`src/rtl/muldiv_seq_pkg.sv`:
```
// -----------------------------------------------------------------------------
// muldiv_seq_pkg
// Shared types and constants for the sequential multiply/divide unit:
//   word_t        64-bit operand/result word
//   muldiv_op_t   requested operation
//   md_state_t    sequencer FSM state
//   MULDIV_STEPS  number of iterative steps per operation
//   magnitude()   absolute value of a word when the op is signed
// -----------------------------------------------------------------------------
package muldiv_seq_pkg;

    typedef logic [63:0] word_t;

    typedef enum logic [2:0] {
        MD_MUL  = 3'd0,
        MD_DIV  = 3'd1,
        MD_DIVU = 3'd2,
        MD_REM  = 3'd3,
        MD_REMU = 3'd4
    } muldiv_op_t;

    typedef enum logic [1:0] {
        IDLE = 2'd0,
        MUL  = 2'd1,
        DIV  = 2'd2,
        DONE = 2'd3
    } md_state_t;

    localparam int MULDIV_STEPS = 64;

    // Two's-complement negate wraps -2^63 onto itself, which is also its
    // correct unsigned magnitude.
    function automatic word_t magnitude(input word_t v, input logic is_signed);
        return (is_signed && v[63]) ? (~v + 64'd1) : v;
    endfunction

endpackage

```
`src/rtl/muldiv_seq_if.sv`:
```
// -----------------------------------------------------------------------------
// muldiv_seq_if
// Request/response bundle between the execute stage and muldiv_seq.
//   valid_i/op_i/a_i/b_i  request from execute stage
//   flush_i               pipeline flush
//   ack_i                 consumer takes the result
//   ready_o               sequencer idle, can accept
//   valid_o/result_o      result handshake
//   stall_o               stall request upstream
// Modports: master = execute stage side, slave = muldiv_seq side.
// -----------------------------------------------------------------------------
interface muldiv_seq_if;
    import muldiv_seq_pkg::*;

    logic       valid_i;
    muldiv_op_t op_i;
    word_t      a_i;
    word_t      b_i;
    logic       flush_i;
    logic       ack_i;
    logic       ready_o;
    logic       valid_o;
    word_t      result_o;
    logic       stall_o;

    modport master (
        output valid_i, op_i, a_i, b_i, flush_i, ack_i,
        input  ready_o, valid_o, result_o, stall_o
    );

    modport slave (
        input  valid_i, op_i, a_i, b_i, flush_i, ack_i,
        output ready_o, valid_o, result_o, stall_o
    );

endinterface

```
`src/rtl/muldiv_step.sv`:
```
// -----------------------------------------------------------------------------
// muldiv_step
// One combinational iteration of the sequential multiply/divide datapath.
//   is_mul  1: shift-add multiply step, 0: restoring divide step
//   hi      multiply: product accumulator   | divide: partial remainder
//   lo      multiply: shifted multiplicand  | divide: dividend/quotient shifter
//   dv      multiply: shifted multiplier    | divide: divisor magnitude
//   *_n     values after this step
// -----------------------------------------------------------------------------
module muldiv_step
    import muldiv_seq_pkg::*;
(
    input  logic  is_mul,
    input  word_t hi,
    input  word_t lo,
    input  word_t dv,
    output word_t hi_n,
    output word_t lo_n,
    output word_t dv_n
);

    logic [64:0] rem_sh;
    logic [64:0] diff;

    always_comb begin
        rem_sh = {hi, lo[63]};
        diff   = rem_sh - {1'b0, dv};
        hi_n   = hi;
        lo_n   = lo;
        dv_n   = dv;
        if (is_mul) begin
            hi_n = dv[0] ? (hi + lo) : hi;
            lo_n = {lo[62:0], 1'b0};
            dv_n = {1'b0, dv[63:1]};
        end else begin
            // Partial remainder stays below the divisor, so a borrow shows up
            // as bit 64 and the restored value always fits in 64 bits.
            lo_n = {lo[62:0], ~diff[64]};
            hi_n = diff[64] ? rem_sh[63:0] : diff[63:0];
        end
    end

endmodule

```
`src/rtl/muldiv_seq.sv`:
```
// -----------------------------------------------------------------------------
// muldiv_seq
// Sequential 64-bit multiply / divide / remainder unit, one step per cycle.
//   clk    system clock
//   reset  synchronous active-high reset
//   bus    muldiv_seq_if.slave request/response bundle
// Build option: define MULDIV_EARLY_OUT_EN to finish multiplies with a zero
// operand and divides by zero one cycle after accept. Results do not change.
//
// state | meaning
// IDLE  | ready for a request
// MUL   | shift-add multiply, 64 steps
// DIV   | restoring divide on magnitudes, 64 steps
// DONE  | result valid, waiting for ack_i
// -----------------------------------------------------------------------------
module muldiv_seq
    import muldiv_seq_pkg::*;
(
    input  logic         clk,
    input  logic         reset,
    muldiv_seq_if.slave  bus
);

    md_state_t  state, state_nxt;
    muldiv_op_t op_q;
    logic [6:0] cnt;
    word_t      hi_q, lo_q, dv_q;
    word_t      hi_n, lo_n, dv_n;
    word_t      result_q;
    word_t      step_res;
    word_t      early_res;
    logic       neg_quo, neg_rem, div0;
    logic       accept, busy, last_step, early;
    logic       is_mul_in, signed_in;

    assign is_mul_in = (bus.op_i == MD_MUL);
    assign signed_in = (bus.op_i == MD_DIV) || (bus.op_i == MD_REM);
    assign accept    = (state == IDLE) && bus.valid_i && !bus.flush_i;
    assign busy      = (state == MUL) || (state == DIV);
    assign last_step = busy && (cnt == 7'(MULDIV_STEPS - 1));

`ifdef MULDIV_EARLY_OUT_EN
    assign early = is_mul_in ? ((bus.a_i == '0) || (bus.b_i == '0))
                             : (bus.b_i == '0);
`else
    assign early = 1'b0;
`endif

    muldiv_step u_step (
        .is_mul (state == MUL),
        .hi     (hi_q),
        .lo     (lo_q),
        .dv     (dv_q),
        .hi_n   (hi_n),
        .lo_n   (lo_n),
        .dv_n   (dv_n)
    );

    // Sign correction happens on the final step, as the result enters DONE.
    // A zero divisor already yields an all-ones quotient magnitude and a
    // remainder of |a|; only the signed quotient must skip negation.
    always_comb begin
        step_res = hi_n;
        case (op_q)
            MD_MUL:  step_res = hi_n;
            MD_DIV:  step_res = div0 ? '1 : (neg_quo ? (~lo_n + 64'd1) : lo_n);
            MD_DIVU: step_res = lo_n;
            MD_REM:  step_res = neg_rem ? (~hi_n + 64'd1) : hi_n;
            MD_REMU: step_res = hi_n;
            default: step_res = hi_n;
        endcase
    end

    always_comb begin
        early_res = '0;
        if (bus.op_i == MD_DIV || bus.op_i == MD_DIVU) begin
            early_res = '1;
        end else if (bus.op_i == MD_REM || bus.op_i == MD_REMU) begin
            early_res = bus.a_i;
        end
    end

    always_ff @(posedge clk) begin
        if (reset) begin
            state <= IDLE;
        end else begin
            state <= state_nxt;
        end
    end

    always_comb begin
        state_nxt = state;
        case (state)
            IDLE: begin
                if (bus.valid_i) begin
                    if (early)          state_nxt = DONE;
                    else if (is_mul_in) state_nxt = MUL;
                    else                state_nxt = DIV;
                end
            end
            MUL, DIV: begin
                if (last_step) state_nxt = DONE;
            end
            DONE: begin
                if (bus.ack_i) state_nxt = IDLE;
            end
            default: state_nxt = IDLE;
        endcase
        if (bus.flush_i) state_nxt = IDLE;
    end

    always_comb begin
        bus.ready_o  = (state == IDLE);
        bus.valid_o  = (state == DONE);
        bus.stall_o  = (bus.valid_i && (state != IDLE)) || busy;
        bus.result_o = result_q;
    end

    always_ff @(posedge clk) begin
        if (reset) begin
            cnt      <= '0;
            result_q <= '0;
            op_q     <= MD_MUL;
            hi_q     <= '0;
            lo_q     <= '0;
            dv_q     <= '0;
            neg_quo  <= 1'b0;
            neg_rem  <= 1'b0;
            div0     <= 1'b0;
        end else if (accept) begin
            cnt     <= '0;
            op_q    <= bus.op_i;
            hi_q    <= '0;
            lo_q    <= magnitude(bus.a_i, signed_in);
            dv_q    <= magnitude(bus.b_i, signed_in);
            neg_quo <= signed_in && (bus.a_i[63] ^ bus.b_i[63]);
            neg_rem <= signed_in && bus.a_i[63];
            div0    <= (bus.b_i == '0);
            if (early) result_q <= early_res;
        end else if (busy && !bus.flush_i) begin
            cnt  <= cnt + 7'd1;
            hi_q <= hi_n;
            lo_q <= lo_n;
            dv_q <= dv_n;
            if (last_step) result_q <= step_res;
        end
    end

endmodule

```
`src/flat_wrapper.sv`:
```
// flat-port wrapper written by rule: the top's interface ports become plain ports
module muldiv_seq_flat import muldiv_seq_pkg::*;
  (clk, reset, bus_valid_i, bus_op_i, bus_a_i, bus_b_i, bus_flush_i, bus_ack_i, bus_ready_o, bus_valid_o, bus_result_o, bus_stall_o);
  muldiv_seq_if bus_i ();
  input  logic clk;
  input  logic reset;
  input wire logic [$bits(bus_i.valid_i)-1:0] bus_valid_i;
  input wire logic [$bits(bus_i.op_i)-1:0] bus_op_i;
  input wire logic [$bits(bus_i.a_i)-1:0] bus_a_i;
  input wire logic [$bits(bus_i.b_i)-1:0] bus_b_i;
  input wire logic [$bits(bus_i.flush_i)-1:0] bus_flush_i;
  input wire logic [$bits(bus_i.ack_i)-1:0] bus_ack_i;
  output wire logic [$bits(bus_i.ready_o)-1:0] bus_ready_o;
  output wire logic [$bits(bus_i.valid_o)-1:0] bus_valid_o;
  output wire logic [$bits(bus_i.result_o)-1:0] bus_result_o;
  output wire logic [$bits(bus_i.stall_o)-1:0] bus_stall_o;
  assign bus_i.valid_i = bus_valid_i;
  assign bus_i.op_i = bus_op_i;
  assign bus_i.a_i = bus_a_i;
  assign bus_i.b_i = bus_b_i;
  assign bus_i.flush_i = bus_flush_i;
  assign bus_i.ack_i = bus_ack_i;
  assign bus_ready_o = bus_i.ready_o;
  assign bus_valid_o = bus_i.valid_o;
  assign bus_result_o = bus_i.result_o;
  assign bus_stall_o = bus_i.stall_o;
  muldiv_seq u_core (.clk(clk), .reset(reset), .bus(bus_i));
endmodule
```
`config.mk`:
```
export PLATFORM = sky130hd
export DESIGN_NAME = muldiv_seq_flat
export DESIGN_NICKNAME = d
export VERILOG_FILES = /design/src/rtl/muldiv_seq_pkg.sv /design/src/rtl/muldiv_seq_if.sv /design/src/rtl/muldiv_step.sv /design/src/rtl/muldiv_seq.sv /design/src/flat_wrapper.sv
export SDC_FILE = /design/constraint.sdc
export NUM_CORES = 1
export LEC_CHECK = 0
export BUFFER_PORTS_ARGS = -buffer_cell sky130_fd_sc_hd__buf_2
export CORE_ASPECT_RATIO = 0.7
export CORE_UTILIZATION = 39
export CTS_CLUSTER_SIZE = 14
export DETAILED_ROUTE_END_ITERATION = 16
export HOLD_SLACK_MARGIN = 0.05
export PLACE_DENSITY = 0.6
export SLEW_MARGIN = 40
export SYNTH_ARGS = -nofsm -noshare
export SYNTH_HDL_FRONTEND = slang
export SYNTH_HIERARCHICAL = 1
export SYNTH_SLANG_ARGS = --single-unit
```
`constraint.sdc`:
```
create_clock -name clk -period 7.3 [get_ports clk]
set_clock_uncertainty 0.1 [all_clocks]
set_input_delay 1.46 -clock clk [delete_from_list [all_inputs] [get_ports clk]]
set_output_delay 1.46 -clock clk [all_outputs]
set_load 0.005 [all_outputs]
```
==> impl_metrics.yaml <==
status:
  status: "complete, no violations"
worst_setup_path:
  path_buf_inv: 3
  r2r-end: "u_core/bus.result_o[54]"
  start_kind: "register"
  r2r-start: "u_core/lo_q[63]"
  cpMaxStageDelayCell: "or4_1"
  reg2reg_depth: 22
  worstPathRequired_ns: 7.72
  slowest_delay_ns: 0.69
  r2r_slack_ns: 0.51
  endpoint_kind: "register"
  critPathKind: "register to register"
  cp_max_fo: 10
  critical_path.top_delay_family: "simple AND/OR/NAND/NOR gates"
  crit_arrival_ns: 7.21
  worstPathCellList: "inv_1 -> ha_1 -> fa_1 -> nor2b_1 -> o31a_1 -> o2111ai_1 -> a31oi_1 -> nor2_1 -> nor3_2 -> a31oi_2 -> xor2_4 -> nand2b_1 -> inv_2 -> inv_1 -> ha_1 -> or3b_2 -> or4_1 -> or3_1 -> or3_1 -> mux2i_1 -> a21oi_1 -> a221oi_1"
power:
  ir_worst_vdd_mv: 0.1793
  pwr_density_cell_nw_per_um2: 150.0
  cellLeakagePower_nw: 12.67
  total_power_mw: 4.743
yosys:
  yosysTopAreaCell: "dfxtp_1"
  syn_inst: 4174
  synth_area_um2: 28860
  synth_xor_area_share_pct: 8.701
  synth_fa_ha_area_share_pct: 5.992
  synthMuxAreaShare_pct: 4.565
  synth_top_family_by_area: "compound AO/OA/AOI/OAI gates"
  yosysWarningCount: 6
  synth-seq-area-share_pct: 18.80
  synthArstFlopShare_pct: 0
  synth_nets: 4447
  synthFlopType: "dfxtp_1"
  yosysTopAreaCellShare_pct: 18.80
  synth-simple-area-share_pct: 23.35
  avgSynthCellArea_um2: 6.914
  synthTopCellsByArea: "dfxtp_1 (19%), nand2_1 (7.9%), a21oi_1 (7.7%), ha_1 (5.9%), o21ai_0 (5.5%)"
  synth-compound-area-share_pct: 31.31
  ys_ff_latch: 271
  synth_enable_flop_cells: 0
  ys_types: 108
sta:
  fin_crit_ns: 6.793
  hold_violations: 0
  slew_headroom_pct: 30.54
  rsz0062_at_grt: "no"
  fin_crit_sh_pct: 93.06
  tns_ns: 0
  tightest_slew_ns: 1.040
  fmax_mhz: 147.2
  report.final.slew_viol_count: 0
  setup_ws_ns: 0.5068
  setup_violations: 0
  whs_ns: 0.3501
min_path:
  hold_depth: 2
  whs_endpoint: "u_core/bus.result_o[5]"
  hp-start: "u_core/bus.result_o[5]"
  min_path_type: "register to register"
drt:
  via_per_inst: 6.248
  wire_per_inst_um: 23.93
  drtPass1Iterations: 8
  vias: 32360
  drc_errors: 0
  drt_iter0_markers: 4371
  drtAntennaViolNets: 0
  drt-total-wl_um: 124000
global_routing:
  grt_pass1_wl_um: 185000
  grt_use_total_pct: 31.73
  grt_max_degree: 155
  antenna_found_initial: 2
  grt_pass1_vias: 29040
  overflow: 0
placed_design:
  numPortBuffers: 202
  dp_hpwl_um: 94340
  pre_cts_slack_ns: 0.3705
  gp_congestion: 1.032
die:
  start_util_pct: 39.42
  die_area_um2: 75110
  rows: 83
  io_pins: 203
  core_um2: 73210
  die_h_um: 229.6
  die_w_um: 327.1
finish:
  num-fill-cells: 7817
  ff_latch_area_um2: 5430
  multiInputGateArea_um2: 21490
  finish.utilization_pct: 43.18
  drive_gt1_share_pct: 11.49
  layout_common_cells: "nand2_1 (608), a21oi_1 (444), nor2_1 (331)"
  nNetsFinal: 4452
  syn_to_final_growth_pct: 9.556
  final_common_cell: "nand2_1"
cts:
  clockBufferDepth: 3
  cts-buffers-inserted: 30
  htreeDepth: 1
  clock-sinks: 271
  cts_tree: "done"
  cts-root-buf: "clkbuf_16"
  clk_pin_slew_ns: 0.07
  insertion_delay_ns: 0.62
run:
  maxCapViolations: 0
==> routing by layer <==
metal | track usage, % | wire length [um] | vias up
li1 | - | - | 15240
met1 | 45.65 | 55570 | 15310
met2 | 47.09 | 51880 | 1582
met3 | 6.349 | 12540 | 226
met4 | 9.448 | 3981 | 2
met5 | 0 | 11 | -
==> worst max-delay path by stage <==
stage / start / endpoint / slack [ns] / cells after the start
6_report: u_core/lo_q[63] / u_core/bus.result_o[54] / 0.51 / 22
5_1_grt: u_core/lo_q[63] / u_core/bus.result_o[43] / 0.19 / 24
4_1_cts: u_core/lo_q[63] / u_core/bus.result_o[54] / 0.35 / 22
3_5_place_dp: u_core/lo_q[63] / u_core/bus.result_o[54] / 0.37 / 22
3_3_place_gp: u_core/hi_q[52] / u_core/bus.result_o[54] / 0.55 / 19
2_1_floorplan: u_core/lo_q[63] / u_core/bus.result_o[43] / 1.40 / 23
==> synth_stat cells (9+ instances only) <==
master    number
nand4_1       50
buf_4         66
nand3_1       59
nand2b_1      32
nor3_1       104
nor2b_1       26
nor4_1        46
dfxtp_1      271
clkbuf_1     246
o21a_1        25
mux2_2        16
xnor2_1      156
nand2_1      610
ha_1         135
or3_1         53
or4_1         42
inv_1        122
a221oi_1      32
o211ai_1      25
xor2_1       127
nor2_1       337
o31ai_1       45
mux2i_1      111
o22ai_1       55
or2_2         16
a31oi_1       51
buf_2         22
a21oi_1      445
and3_1        20
o21ai_1        9
o21bai_1      27
o21ai_0      317
a211oi_1      77
buf_1         20
o41ai_1       23
o221ai_1      19
a22oi_1       11
and2_1        14
a21o_1        62
a221o_1        9
a311oi_1      62
a21boi_0       9
==> stage by stage <==
stage / cell area [um^2] / instances
floorplan: 28860 / 4174
global placement: 30530 / 5120
detailed placement: 30580 / 5121
CTS: 31540 / 5176
global route: 31610 / 5179
finish: 31620 / 5180
==> what timing repair did <==
item | 4_1_cts | 5_1_grt
setup endpoints to repair | 0 | 12
hold buffers | 0 | 0
gates resized for setup | 0 | 1
buffers inserted | 0 | 2
==> sequential cells by signal (all words and copies together), names as in the netlist <==
register	flops
u_core/bus.result_o	64
u_core/cnt	7
u_core/div0	1
u_core/dv_q	64
u_core/hi_q	64
u_core/lo_q	64
u_core/neg_quo	1
u_core/neg_rem	1
u_core/op_q	3
u_core/state	2
==> power breakdown <==
group          leakage, nW  internal, mW  total [mW]  switching [mW]
clock network        0.480         0.852        1.57           0.716
registers             2.20          1.53        1.64           0.105
logic                 9.98         0.516        1.54            1.02
total                 12.7          2.90        4.74            1.84
==> kinds of logic after synthesis <==
logic type,Yosys count
AOI/OAI and AO/OA,1413
xor gates and xnor gates,285
muxes,129
adders and majority gates,137
and+or+nand+nor,1457
buffers and inverters,482
DFF,271
==> cell type report <==
type | instances | share of cell area (%)
Timing Repair Buffer | 330 | 6.474
Clock buffer | 41 | 2.699
Multi-Input combinational cell | 3422 | 67.97
Clock inverter | 14 | 0.3324
Sequential cell | 271 | 17.18
Tap cell | 977 | 3.866
Antenna cell | 1 | 0.007915
Inverter | 124 | 1.472
==> worst min-delay path, delay by kind of cell, from the launching register on <==
family	cells	cell delay, ns
flip-flops	1	0.31
AND/OR/NAND/NOR	2	0.09
No activity file was read; power rests on OpenSTA's default activity.
